## config.mk

```make
export PLATFORM = sky130hd
export DESIGN_NAME = powlib_busrrarb
export DESIGN_NICKNAME = d
export VERILOG_FILES = /design/src/rtl/powlib_busrrarb.sv
export SDC_FILE = /design/constraint.sdc
export NUM_CORES = 1
export LEC_CHECK = 0
export BUFFER_PORTS_ARGS = -buffer_cell sky130_fd_sc_hd__clkbuf_2
export CAP_MARGIN = 20
export CORE_UTILIZATION = 51
export DETAILED_ROUTE_END_ITERATION = 7
export PLACE_DENSITY_LB_ADDON = 0.05
export SYNTH_ARGS = -nofsm -noshare
export SYNTH_HDL_FRONTEND = slang
export SYNTH_SLANG_ARGS = --single-unit
```

## constraint.sdc

```tcl
create_clock -name clk -period 2.7 [get_ports clk]
set_clock_uncertainty 0.05 [all_clocks]
set_input_delay 0.675 -clock clk [delete_from_list [all_inputs] [get_ports clk]]
set_output_delay 0.675 -clock clk [all_outputs]
set_load 0.05 [all_outputs]
```

## src/rtl/powlib_busrrarb.sv

```systemverilog
// rtl/powlib_busrrarb.sv - round-robin arbiter sharing one powlib bus among B_WRS requesters
// Optional per-lane beat and stall counters: define POWLIB_BUSRRARB_STATS_EN.
module powlib_busrrarb #(
   parameter int B_WRS = 4,
   parameter int B_AW  = 2,
   parameter int B_DW  = 4,
   parameter int BURST = 4,
   parameter int EAR   = 1,
   parameter     ID    = "BUSRRARB",
   parameter int EDBG  = 0
) (
   input  logic                  clk,
   input  logic                  rst,
   input  logic [B_WRS*B_DW-1:0] wrdatas,
   input  logic [B_WRS*B_AW-1:0] wraddrs,
   input  logic [B_WRS-1:0]      wrvlds,
   output logic [B_WRS-1:0]      wrrdys,
   output logic [B_DW-1:0]       rddata,
   output logic [B_AW-1:0]       rdaddr,
   output logic                  rdvld,
   input  logic                  rdrdy
);
   localparam int PW = $clog2(B_WRS);
   localparam int CW = $clog2(BURST + 1);

   if (B_WRS < 2 || BURST < 1 || EAR != 1 || EDBG < 0) begin : g_bad_param
      $error("%s: unsupported parameter set", ID);
   end

   typedef enum logic {S_IDLE, S_LOCK} state_t;

   state_t          r_state;
   logic [PW-1:0]   r_ptr;
   logic [PW-1:0]   r_owner;
   logic [CW-1:0]   r_cnt;
   logic            r_rdvld;
   logic [B_DW-1:0] r_rddata;
   logic [B_AW-1:0] r_rdaddr;

   logic             w_acc;
   logic             w_found;
   logic             w_xfer;
   logic [PW-1:0]    w_g;
   logic [PW-1:0]    w_idx;
   logic [PW-1:0]    w_sel;
   logic [B_WRS-1:0] w_rdys;

   function automatic logic [PW-1:0] f_next(input logic [PW-1:0] x);
      return (x == PW'(B_WRS - 1)) ? '0 : x + 1'b1;
   endfunction

   function automatic logic [PW-1:0] f_wrap(input logic [PW-1:0] p, input int k);
      int j;
      j = int'(p) + k;
      if (j >= B_WRS) j = j - B_WRS;
      return PW'(j);
   endfunction

   assign w_acc = !r_rdvld || rdrdy;

   // Walk the scan order backwards so the last hit is the first lane after ptr.
   always_comb begin
      w_found = 1'b0;
      w_g     = r_ptr;
      w_idx   = r_ptr;
      for (int k = B_WRS - 1; k >= 0; k--) begin
         w_idx = f_wrap(r_ptr, k);
         if (wrvlds[w_idx]) begin
            w_found = 1'b1;
            w_g     = w_idx;
         end
      end
   end

   always_comb begin
      w_rdys = '0;
      w_sel  = (r_state == S_LOCK) ? r_owner : w_g;
      if (r_state == S_LOCK) begin
         if (w_acc && wrvlds[r_owner]) w_rdys[r_owner] = 1'b1;
      end else if (w_acc && w_found) begin
         w_rdys[w_g] = 1'b1;
      end
   end

   assign wrrdys = rst ? w_rdys : '0;
   assign w_xfer = |(wrvlds & wrrdys);

   always_ff @(posedge clk or negedge rst) begin
      if (!rst) begin
         r_state  <= S_IDLE;
         r_ptr    <= '0;
         r_owner  <= '0;
         r_cnt    <= '0;
         r_rdvld  <= 1'b0;
         r_rddata <= '0;
         r_rdaddr <= '0;
      end else begin
         if (w_acc) begin
            r_rdvld <= w_xfer;
            if (w_xfer) begin
               r_rddata <= wrdatas[w_sel*B_DW +: B_DW];
               r_rdaddr <= wraddrs[w_sel*B_AW +: B_AW];
            end
         end
         case (r_state)
            S_IDLE: begin
               if (w_xfer) begin
                  if (BURST == 1) begin
                     r_ptr <= f_next(w_g);
                  end else begin
                     r_owner <= w_g;
                     r_cnt   <= CW'(1);
                     r_state <= S_LOCK;
                  end
               end
            end
            S_LOCK: begin
               if (w_acc) begin
                  if (wrvlds[r_owner]) begin
                     r_cnt <= r_cnt + 1'b1;
                     if (r_cnt + 1'b1 == CW'(BURST)) begin
                        r_ptr   <= f_next(r_owner);
                        r_state <= S_IDLE;
                     end
                  end else begin
                     // Owner went idle: release now, re-arbitrate next cycle.
                     r_ptr   <= f_next(r_owner);
                     r_state <= S_IDLE;
                  end
               end
            end
            default: r_state <= S_IDLE;
         endcase
      end
   end

   assign rddata = r_rddata;
   assign rdaddr = r_rdaddr;
   assign rdvld  = r_rdvld;

`ifdef POWLIB_BUSRRARB_STATS_EN
   logic [15:0] stat_beats [B_WRS];
   logic [15:0] stall_cycles;

   always_ff @(posedge clk or negedge rst) begin
      if (!rst) begin
         for (int i = 0; i < B_WRS; i++) stat_beats[i] <= '0;
         stall_cycles <= '0;
      end else begin
         for (int i = 0; i < B_WRS; i++) begin
            if (wrvlds[i] && wrrdys[i] && stat_beats[i] != 16'hFFFF)
               stat_beats[i] <= stat_beats[i] + 1'b1;
         end
         if (r_rdvld && !rdrdy && stall_cycles != 16'hFFFF)
            stall_cycles <= stall_cycles + 1'b1;
      end
   end
`endif

endmodule

```

==> After elaboration in Yosys (flattened, before gate mapping) <==
Cells that the tools add are included.
{ "op_classes": {"muxes": 43, "addsub": 9, "n_reduce_logical": 11, "order_cmp": 12, "bitwise_logic": 2, "eq_ne": 6, "shifts": 2} }
{ "op_table": {"columns": ["op", "count"], "rows": [
  ["2-bit 2-to-1 mux", 12],
  ["2-bit by 3-bit less-than comparator with 1-bit output (second input constant)", 6],
  ["4-bit 2-to-1 mux", 4],
  ["16-bit by 5-bit variable part select with 4-bit output", 1],
  ["1-bit 2-to-1 mux", 15],
  ["1-bit binary-select mux with 2-bit select", 5],
  ["3-bit >= comparator (second input constant)", 3],
  ["3-bit 2-to-1 mux", 3],
  ["8-bit by 4-bit variable part select with 2-bit output", 1],
  ["2-bit by 1-bit subtractor with 2-bit output (second input constant)", 4],
  ["2-bit by 2-bit adder with 3-bit output (second input constant)", 2],
  ["2-bit by 1-bit != test with 1-bit output (second input constant)", 3],
  ["3-bit one-hot mux with 2 select lines", 1],
  ["3-bit AND reduction", 2],
  ["4-bit AND", 1],
  ["1-bit demux with 2-bit select", 2],
  ["2-bit by 1-bit >= comparator with 1-bit output (second input constant)", 2],
  ["1-bit logical AND", 4],
  ["2-bit AND reduction", 2],
  ["4-bit OR reduction", 1],
  ["2-bit by 1-bit adder with 3-bit output (second input constant)", 1],
  ["3-bit by 1-bit adder with 3-bit output (second input constant)", 1],
  ["3-bit == test (second input constant)", 1],
  ["2-bit by 3-bit >= comparator with 1-bit output (second input constant)", 1],
  ["other kinds (7)", 7]
]} }
{ "word_totals": {"out_inout_bits": 11, "regBits": 15, "inputBits": 31} }

==> Logic depth before layout (Yosys ltp) <==
Gate-level depths: netlist of the first run.
{ "logic_depth": {"depth_word": 20, "mapped_depth": 8, "depth_no_buf": 7} }

==> Worst setup path before layout of the first run <==
No wires, ideal clock.
{ "synth_timing": {"path_kind": "input port to output port", "start": "in wrvlds[2]", "end": "out wrrdys[0]", "required_time_ns": 1.975, "setup_slack_ns": -0.232, "stages": 4, "arrival_time_ns": 2.207, "cell_sequence": "nor2b_1 -> nor4_2 -> o21ai_0 -> a21oi_1"} }
{ "synth_via": {"elab_chain_len": 13} }
{ "synth_rtl": {"columns": ["item", "line_no", "source"], "rows": [
  ["start, declared", "16", "input logic [B_WRS-1:0] wrvlds,"],
  ["1-bit binary-select mux with 2-bit select", "68", "if (wrvlds[w_idx]) begin"],
  ["1-bit 2-to-1 mux (implied by the code)", "68", null],
  ["2-bit 2-to-1 mux (4 in a row)", "68", null],
  ["2-bit by 3-bit less-than comparator with 1-bit output (implied by the code) or 2-bit by 1-bit >= comparator with 1-bit output (tied branches)", "81", "w_rdys[w_g] = 1'b1;"],
  ["1-bit logical AND (implied by the code)", "81", null],
  ["1-bit 2-to-1 mux (implied by the code)", "81", null],
  ["1-bit demux with 2-bit select", "81", null],
  ["4-bit 2-to-1 mux", "80", "end else if (w_acc && w_found) begin"],
  ["4-bit 2-to-1 mux (*)", "78", "if (r_state == S_LOCK) begin"],
  ["4-bit 2-to-1 mux (*)", "85", "assign wrrdys = rst ? w_rdys : '0;"],
  ["end, declared", "17", "output logic [B_WRS-1:0] wrrdys,"]
]} }
Mark *: on every way between the ends. The rest lies on a longest branch, timed or not. The select of a mux whose other input is x is not followed.

==> Worst setup path after layout of the first run <==
{ "layout_timing": {"start": "in wrvlds[1]", "end": "out wrrdys[0]"} }
The elaborated chain is that of the path after synthesis.

==> run metrics, run 1 <==
status finished, violations left; failing checks negative setup slack; Post-Syn Area 1319 µm²; fin crit share 1.011; share of cells above drive strength 1 0.5637; nets 242; Num CTS Buffers 3; pwr/cell area 1150 nW/µm²; vias post-DR 1367; top cells by count, synth mux2i_1, dfrtp_1, nand2_1; Yosys reg bits 15; later-pin clock latency in the skew report 0.30 ns; main area contributors after synthesis dfrtp_1, mux2i_1, ha_1, mux2_2, a21oi_1; wire length of the first global-routing pass 5595 µm; EDFF count, synth 0; final setup margin -0.03060 ns; Iteration-0 DRC Markers 60; Fin Hold WS 0.3369 ns; CTS clk-pin slew, worst paths 0.10 ns; met2 routed WL 2040 µm; Critical Path RT 1.98 ns; Max-Cap Viols 0; startpoint types primary input; Placed Instance Area 1728 µm²; routed wire length per instance 17.07 µm; Fillers 156; Layout Cells excl Fill 234; Worst EP arrival 2.01 ns; # clock sinks 15; Final Hold Vio Count 0; Mean Syn Cell Area 9.991 µm²; Final Max Tran Viols 0; Gate Count Post-Synth 132; largest net degree at the start of global routing 13; Final TNS setup -0.07542 ns; worst min-delay path category primary input to asynchronous set/reset pin; # DRC 0; Core Util, Final 0.8155; H-tree depth 1; RSZ-0062 raised after global routing yes; TritonCTS clock tree done; cell area after layout 2002 µm²; Total Routing Usage GR 0.2878; area growth from synthesis to layout 51.80%; CP max FO 6; Slew @ Worst Pin 0.3981 ns; Place WS -0.1803 ns; vias in the first global route 1253; Initial Util 0.5372; initial antenna violation count 0; worst-case vdd ir drop 0.0008702 V; die footprint 2793 µm²; cell accounting for the most synthesized area dfrtp_1; fin crit period 2.731 ns; reg2reg start r_ptr[1]$_DFFE_PN0P_; area share of the largest cell type after synthesis 0.2846; synth warn 0; Hold Buf Count CTS 0; FFs w/ async S/R, synth 1.000; leakage power 0.9641 nW; IO buf count 41; Post-Syn Nets 169; DP Cell Count 224; diode count 0; CORE AREA 2455 µm²; via density per instance 5.842; reg2reg end r_owner[1]$_DFFE_PN0P_; placement row count 18; M1 WL 1543 µm; root buf cell clkbuf_4; WL final 3995 µm; Chip Width 52.85 µm; Die Span Y 52.85 µm; router iterations before antenna repair 4; Max-Slew Margin vs Limit 0.7328; metal3 WL 242 µm; routability congestion estimate 0.8744; DP Wirelength 2654 µm; synth unique cells 41; final setup fails 3; R2R Setup Slk 0.18 ns; fmax 366.2 MHz; GR Overflow Total 0; register area share after synthesis 0.2846; nature of the critical path endpoint output pin; antenna viol nets, final 0; Setup Crit Path Kind primary input to output pin; Top FF cell, synth dfrtp_1; R2R cell count 7; total power 2.303 mW; Bufs on Longest Clock Path 2; top sig layer met4; io pins 42; count leader, synth mux2i_1
-- per-layer routing --
metal	track usage	vias up
met4	0.2193	0
li1	-	637
met1	0.3345	640
met3	0.04023	16
met5	0	-
met2	0.4726	74
-- logic make-up after synthesis --
family | Yosys count | share of synthesized area
AND/OR/NAND/NOR | 46 | 0.2182
adder cells (fa/ha/maj) | 6 | 0.05692
flip-flops | 15 | 0.2846
multiplexers | 29 | 0.2410
AO/OA/AOI/OAI | 25 | 0.1499
XOR/XNOR | 1 | 0.006643
buffers and inverters | 10 | 0.04269
-- flip-flops by register name, indices dropped and copies added, names as in the netlist --
name	cells
r_state	1
rdvld	1
r_cnt	3
r_ptr	2
rdaddr	2
rddata	4
r_owner	2
-- worst max-delay path, cell delays in order --
cell and delay (ns):
clkbuf_16 0.14, buf_6 0.12, mux4_2 0.53, buf_6 0.15, nand4_1 0.13, a21oi_2 0.09, buf_8 0.16
-- layout by cell type, fill, tap and decap left out, types with 3 or more instances in the layout --
| cell | count |
|---|---|
| nand2b_1 | 5 |
| mux2i_1 | 19 |
| buf_8 | 6 |
| a21oi_1 | 3 |
| ha_1 | 6 |
| inv_1 | 5 |
| nand4_1 | 5 |
| dfrtp_1 | 13 |
| mux2_2 | 5 |
| clkbuf_4 | 3 |
| mux2_1 | 3 |
| buf_4 | 30 |
| a21oi_2 | 7 |
| clkbuf_2 | 33 |
| buf_6 | 3 |
| nand2_1 | 11 |
-- power by group --
part           switching [mW]  internal (mW)
combinational           0.921          0.769
sequential              0.133          0.346
clock                  0.0773         0.0565
total                    1.13           1.17
-- cell type report --
type                       count  area (µm²)  area share
inverter                       5       18.77    0.009375
clock buffer                   3       22.52     0.01125
multi-input combinational    107       998.5      0.4988
timing repair buffer          73       539.3      0.2694
tap                           30       37.54     0.01875
clock inverter                 1       7.507    0.003750
sequential                    15       377.9      0.1887
-- repair_timing --
item                                   4_1_cts  5_1_grt
buffers inserted                             2        4
pin swaps                                    7        4
gates resized for setup                     32       18
endpoints found under the hold margin        0        0
setup endpoints to repair                    4        7
-- how the worst max path moves through the flow --
| stage | start | end | slack (ns) | cells after the start |
|---|---|---|---|---|
| after floorplan | wrvlds[2] | wrrdys[0] | -0.23 | 4 |
| after global placement | wrvlds[1] | wrrdys[1] | -0.16 | 6 |
| after detailed placement | wrvlds[1] | wrrdys[2] | -0.18 | 8 |
| after CTS | wrvlds[1] | wrrdys[1] | -0.003 | 6 |
| after global routing | wrvlds[1] | wrrdys[0] | -0.04 | 7 |
| final | wrvlds[1] | wrrdys[0] | -0.03 | 7 |
Note: power is estimated with default switching activity, not from simulation.
==> run 2: changes to the inputs <==
--- a/config.mk
+++ b/config.mk
@@ -7,6 +7,7 @@
 export LEC_CHECK = 0
 export BUFFER_PORTS_ARGS = -buffer_cell sky130_fd_sc_hd__clkbuf_2
 export CAP_MARGIN = 20
+export CORE_MARGIN = 5
 export CORE_UTILIZATION = 51
 export DETAILED_ROUTE_END_ITERATION = 7
 export PLACE_DENSITY_LB_ADDON = 0.05
==> run 2 against run 1 <==
The flow still finishes with violations (negative setup slack). Sequential share of layout area is 0.58 points higher. Flip-flop and latch count unchanged. Critical endpoint is now wrrdys[1]. Largest cell class unchanged. Highest routed layer unchanged. Register-to-register slack improved by 0.05 ns. Clock power decreased by 4%. Global-route usage fell by 7.6 points. Power decreased by 2.2%. Worst setup slack better by 0.0070 ns. Count of clock-buffer cells in the layout is the same. Non-clock buffer count decreased by 7. Combinational power is 3% lower.
==> run metrics, run 2 (synthesis results as in run 1) <==
Final TNS setup -0.02362 ns; initial antenna violation count 0; router iterations before antenna repair 4; GR Overflow Total 0; Place WS -0.1495 ns; Chip Width 60.85 µm; RSZ-0062 raised after global routing yes; Max-Slew Margin vs Limit 0.7527; Slew @ Worst Pin 0.3682 ns; vias post-DR 1294; DP Cell Count 220; Critical Path RT 1.98 ns; final setup fails 1; Layout Cells excl Fill 227; leakage power 0.9245 nW; Largest register FFs 4; pwr/cell area 1164 nW/µm²; nature of the critical path endpoint output pin; Total Routing Usage GR 0.2117; Num CTS Buffers 3; fin crit period 2.724 ns; die footprint 3703 µm²; routed wire length per instance 16.69 µm; vias in the first global route 1261; placement row count 18; wire length of the first global-routing pass 5816 µm; final setup margin -0.02362 ns; startpoint types primary input; fmax 367.2 MHz; diode count 0; worst-case vdd ir drop 0.0009985 V; area growth from synthesis to layout 46.77%; status finished, violations left; Setup Crit Path Kind primary input to output pin; Max-Cap Viols 0; Bufs on Longest Clock Path 2; via density per instance 5.700; CP max FO 5; H-tree depth 1; io pins 42; CORE AREA 2477 µm²; share of cells above drive strength 1 0.5533; Fillers 170; failing checks negative setup slack; IO buf count 41; Worst EP arrival 2.00 ns; CTS clk-pin slew, worst paths 0.10 ns; Hold Buf Count CTS 0; Final Hold Vio Count 0; root buf cell clkbuf_4; most frequent cells in the layout clkbuf_2, buf_4, mux2i_1; Die Span Y 60.85 µm; later-pin clock latency in the skew report 0.28 ns; TritonCTS clock tree done; antenna viol nets, final 0; worst min-delay path category primary input to asynchronous set/reset pin; WL final 3788 µm; Final Max Tran Viols 0; DP Wirelength 2838 µm; routability congestion estimate 0.9315; # clock sinks 15; nets 235; Iteration-0 DRC Markers 57; largest net degree at the start of global routing 16; fin crit share 1.009; R2R Setup Slk 0.23 ns; # DRC 0; Initial Util 0.5323; commonest non-fill, non-tap cell in the layout clkbuf_2
## run 2: cell types whose count changed in the layout (fill, tap and decap cells not counted), sizes merged
cell	before	now
clkbuf	37	40
buf	39	29
## run 2: what timing repair did
action	in CTS	in global routing
buffers inserted	0	3
setup endpoints to repair	4	4
pin swaps	5	3
gates resized for setup	25	15
## run 2: worst paths after layout
path | from | cells past startpoint | end
worst max-delay path | wrvlds[1] | 7 | wrrdys[1]
worst min-delay path | rst | 2 | rddata[2]$_DFFE_PN0P_
worst max register to register | r_owner[1]$_DFFE_PN0P_ | 6 | r_owner[1]$_DFFE_PN0P_
worst min register to register | rddata[3]$_DFFE_PN0P_ | 1 | rddata[3]$_DFFE_PN0P_
max in group asynchronous | rst | 2 | r_ptr[1]$_DFFE_PN0P_
min in group clk | rddata[3]$_DFFE_PN0P_ | 1 | rddata[3]$_DFFE_PN0P_
## run 2: final cells by class
class	count	area (µm²)	area share
Timing Repair Buffer	66	469.2	0.2424
Clock inverter	1	7.507	0.003878
Multi-Input combinational cell	107	1003	0.5184
Sequential cell	15	376.6	0.1946
Clock buffer	3	22.52	0.01164
Tap cell	30	37.54	0.01939
Inverter	5	18.77	0.009696
## run 2: stage by stage
| step | power, mW | area (µm²) | util | hold slack (ns) |
|---|---|---|---|---|
| floorplan | 1.492 | 1323 | - | 0.3294 |
| global placement | 1.884 | 1728 | 0.6975 | 0.4210 |
| detailed placement | 1.930 | 1728 | 0.6975 | 0.4275 |
| CTS | 2.154 | 1872 | 0.7556 | 0.3308 |
| global route | 2.404 | 1936 | 0.7813 | 0.3318 |
| finish | 2.252 | 1936 | 0.7813 | 0.3305 |
## run 2: where the power goes
group / switching [mW] / internal [mW] / leakage, nW / total (mW)
Clock: 0.0732 / 0.0562 / 0.0139 / 0.129
Sequential: 0.136 / 0.344 / 0.178 / 0.479
Combinational: 0.904 / 0.740 / 0.732 / 1.64
## run 2: layer usage
| layer | vias to the layer above | wire, µm | track usage | share of wire |
|---|---|---|---|---|
| li1 | 621 | - | - | - |
| met1 | 615 | 1551 | 0.2674 | 0.41 |
| met2 | 50 | 1962 | 0.3618 | 0.52 |
| met3 | 8 | 212 | 0.04043 | 0.056 |
| met4 | 0 | 61 | 0.07121 | 0.016 |
| met5 | - | 0 | 0 | 0 |
## run 2: critical path: stages
cell and delay (ns):
clkbuf_8 0.13, buf_6 0.13, mux4_2 0.54, and3_4 0.24, nand2_4 0.06, a21oi_2 0.06, buf_8 0.15
==> run 3: changes to the inputs <==
==> constraint.sdc (replaced) <==
create_clock -name clk -period 2.7 [get_ports clk]
set_clock_uncertainty 0.05 [all_clocks]
set_input_delay 0.135 -clock clk [delete_from_list [all_inputs] [get_ports clk]]
set_output_delay 0.135 -clock clk [all_outputs]
set_load 0.05 [all_outputs]
==> run 3 against run 2 <==
The flow now finishes without violations. Hold slack worse by 0.19 ns. Sequential share of layout area grew 4.2 points. Via count shrank 9.4%. Design area is 18% lower. Register-to-register slack lost 0.04 ns. Core utilization is 14 points lower. First-iteration DRC count is 35% lower. Global-route usage shrank 2.6 points. Critical path type is now flip-flop to flip-flop. Critical endpoint is now r_owner[1]$_DFFE_PN0P_.
==> run metrics, run 3 (synthesis results as in run 1) <==
status finished, final reports clean; Core Util, Final 0.6394; fin crit share 0.9293; startpoint types flip-flop; root buf cell clkbuf_4; clock share of power 0.073; vias in the first global route 1123; Max-Slew Margin vs Limit 0.6606; Setup Crit Path Kind flip-flop to flip-flop; # DRC 0; # clock sinks 15; quantity of gates resized following cts 0; IO buf count 41; CTS clk-pin slew, worst paths 0.10 ns; die footprint 3703 µm²; WL final 3228 µm; Final Hold Vio Count 0; share of cells above drive strength 1 0.3771; area growth from synthesis to layout 20.11%; antenna viol nets, final 0; Iteration-0 DRC Markers 37; Fillers 226; placement row count 18; Place WS 0.2259 ns; Chip Width 60.85 µm; DP Wirelength 2649 µm; CP max FO 7; via density per instance 5.717; Bufs on Longest Clock Path 2; leakage power 0.7672 nW; Total Routing Usage GR 0.1860; Max-Cap Viols 0; GR Overflow Total 0; Slew @ Worst Pin 0.5049 ns; Num CTS Buffers 3; CORE AREA 2477 µm²; Setup Buffers After CTS 0; routed wire length per instance 15.75 µm; later-pin clock latency in the skew report 0.29 ns; diode count 0; sw power 0.9845 mW; Internal Pwr Total 0.9107 mW; wire length of the first global-routing pass 5099 µm; vias post-DR 1172; router iterations before antenna repair 4; Final TNS setup 0 ns; largest net degree at the start of global routing 16; fmax 398.6 MHz; pwr/cell area 1196 nW/µm²; Sequential Power Share 0.252; Final Max Tran Viols 0; TritonCTS clock tree done; Critical Path RT 2.84 ns; commonest non-fill, non-tap cell in the layout clkbuf_2; H-tree depth 1; Largest register FFs 4; worst-case vdd ir drop 0.0007008 V; Fin Hold WS 0.1387 ns; final setup fails 0; Die Span Y 60.85 µm; fin crit period 2.509 ns; most frequent cells in the layout clkbuf_2, mux2i_1, dfrtp_1; RSZ-0062 raised after global routing no; Worst EP arrival 2.64 ns; final setup margin 0.1909 ns; initial antenna violation count 0; switching part of the total 0.5195; nets 213; worst min-delay path category primary input to asynchronous set/reset pin; Logic pwr share 0.675; Initial Util 0.5323; io pins 42; nature of the critical path endpoint flip-flop; routability congestion estimate 0.8713
[run 3: cell types whose count changed in the layout (fill, tap and decap cells not counted), sizes merged]
cell,delta
buf,-27
dlygate4sd3,+1
clkbuf,+4
[run 3: worst paths after layout]
path,start,end,slack (ns),depth (start not counted)
max,r_ptr[0]$_DFFE_PN0P_,r_owner[1]$_DFFE_PN0P_,0.19,6
min,rst,r_state$_DFF_PN0_,0.14,2
max reg2reg,r_ptr[0]$_DFFE_PN0P_,r_owner[1]$_DFFE_PN0P_,0.19,6
min reg2reg,rddata[0]$_DFFE_PN0P_,rddata[0]$_DFFE_PN0P_,0.45,1
max in group asynchronous,rst,r_owner[1]$_DFFE_PN0P_,2.09,3
min in group clk,wraddrs[3],rdaddr[1]$_DFFE_PN0P_,0.22,4
[run 3: what timing repair did]
action | CTS | global route
setup endpoints to repair | 0 | 0
hold buffers | 1 | 0
hold endpoints to repair | 15 | 0
[run 3: final cells by class]
cell class	instances	area (µm²)	share of cell area
inverter	5	18.77	0.01185
tap	30	37.54	0.02370
timing repair buffer	44	230.2	0.1453
sequential	15	375.4	0.2370
clock buffer	3	22.52	0.01422
clock inverter	1	7.507	0.004739
multi-input combinational	107	892.1	0.5632
[run 3: metrics by stage]
step                cells  power (mW)  instance area (µm²)
floorplan             132       1.487                 1319
global placement      200       1.729                 1544
detailed placement    200       1.774                 1544
CTS                   205       1.911                 1584
global route          205       2.038                 1584
finish                205       1.895                 1584
[run 3: per-layer routing]
| metal | wire (µm) | up-vias | global-route usage |
|---|---|---|---|
| met1 | 1421 | 556 | 0.2497 |
| met5 | 0 | - | 0 |
| met2 | 1562 | 38 | 0.3099 |
| met4 | 29 | 0 | 0.05573 |
| li1 | - | 574 | - |
| met3 | 215 | 4 | 0.02766 |
[run 3: critical path: stages, from the launching register on]
cell and delay (ns):
dfrtp_1 0.46, nor2b_1 0.11, nor4_2 0.50, o21ai_0 0.25
a211o_2 0.40, a41oi_4 0.31, mux2_4 0.32
[run 3: power groups by stage]
| stage | sequential [mW] | clock [mW] | combinational, mW |
|---|---|---|---|
| floorplan | 0.614 | 0 | 0.873 |
| global route | 0.499 | 0.151 | 1.39 |
| detailed placement | 0.484 | 0 | 1.29 |
| finish | 0.478 | 0.138 | 1.28 |
| global placement | 0.473 | 0 | 1.26 |
| CTS | 0.478 | 0.139 | 1.29 |
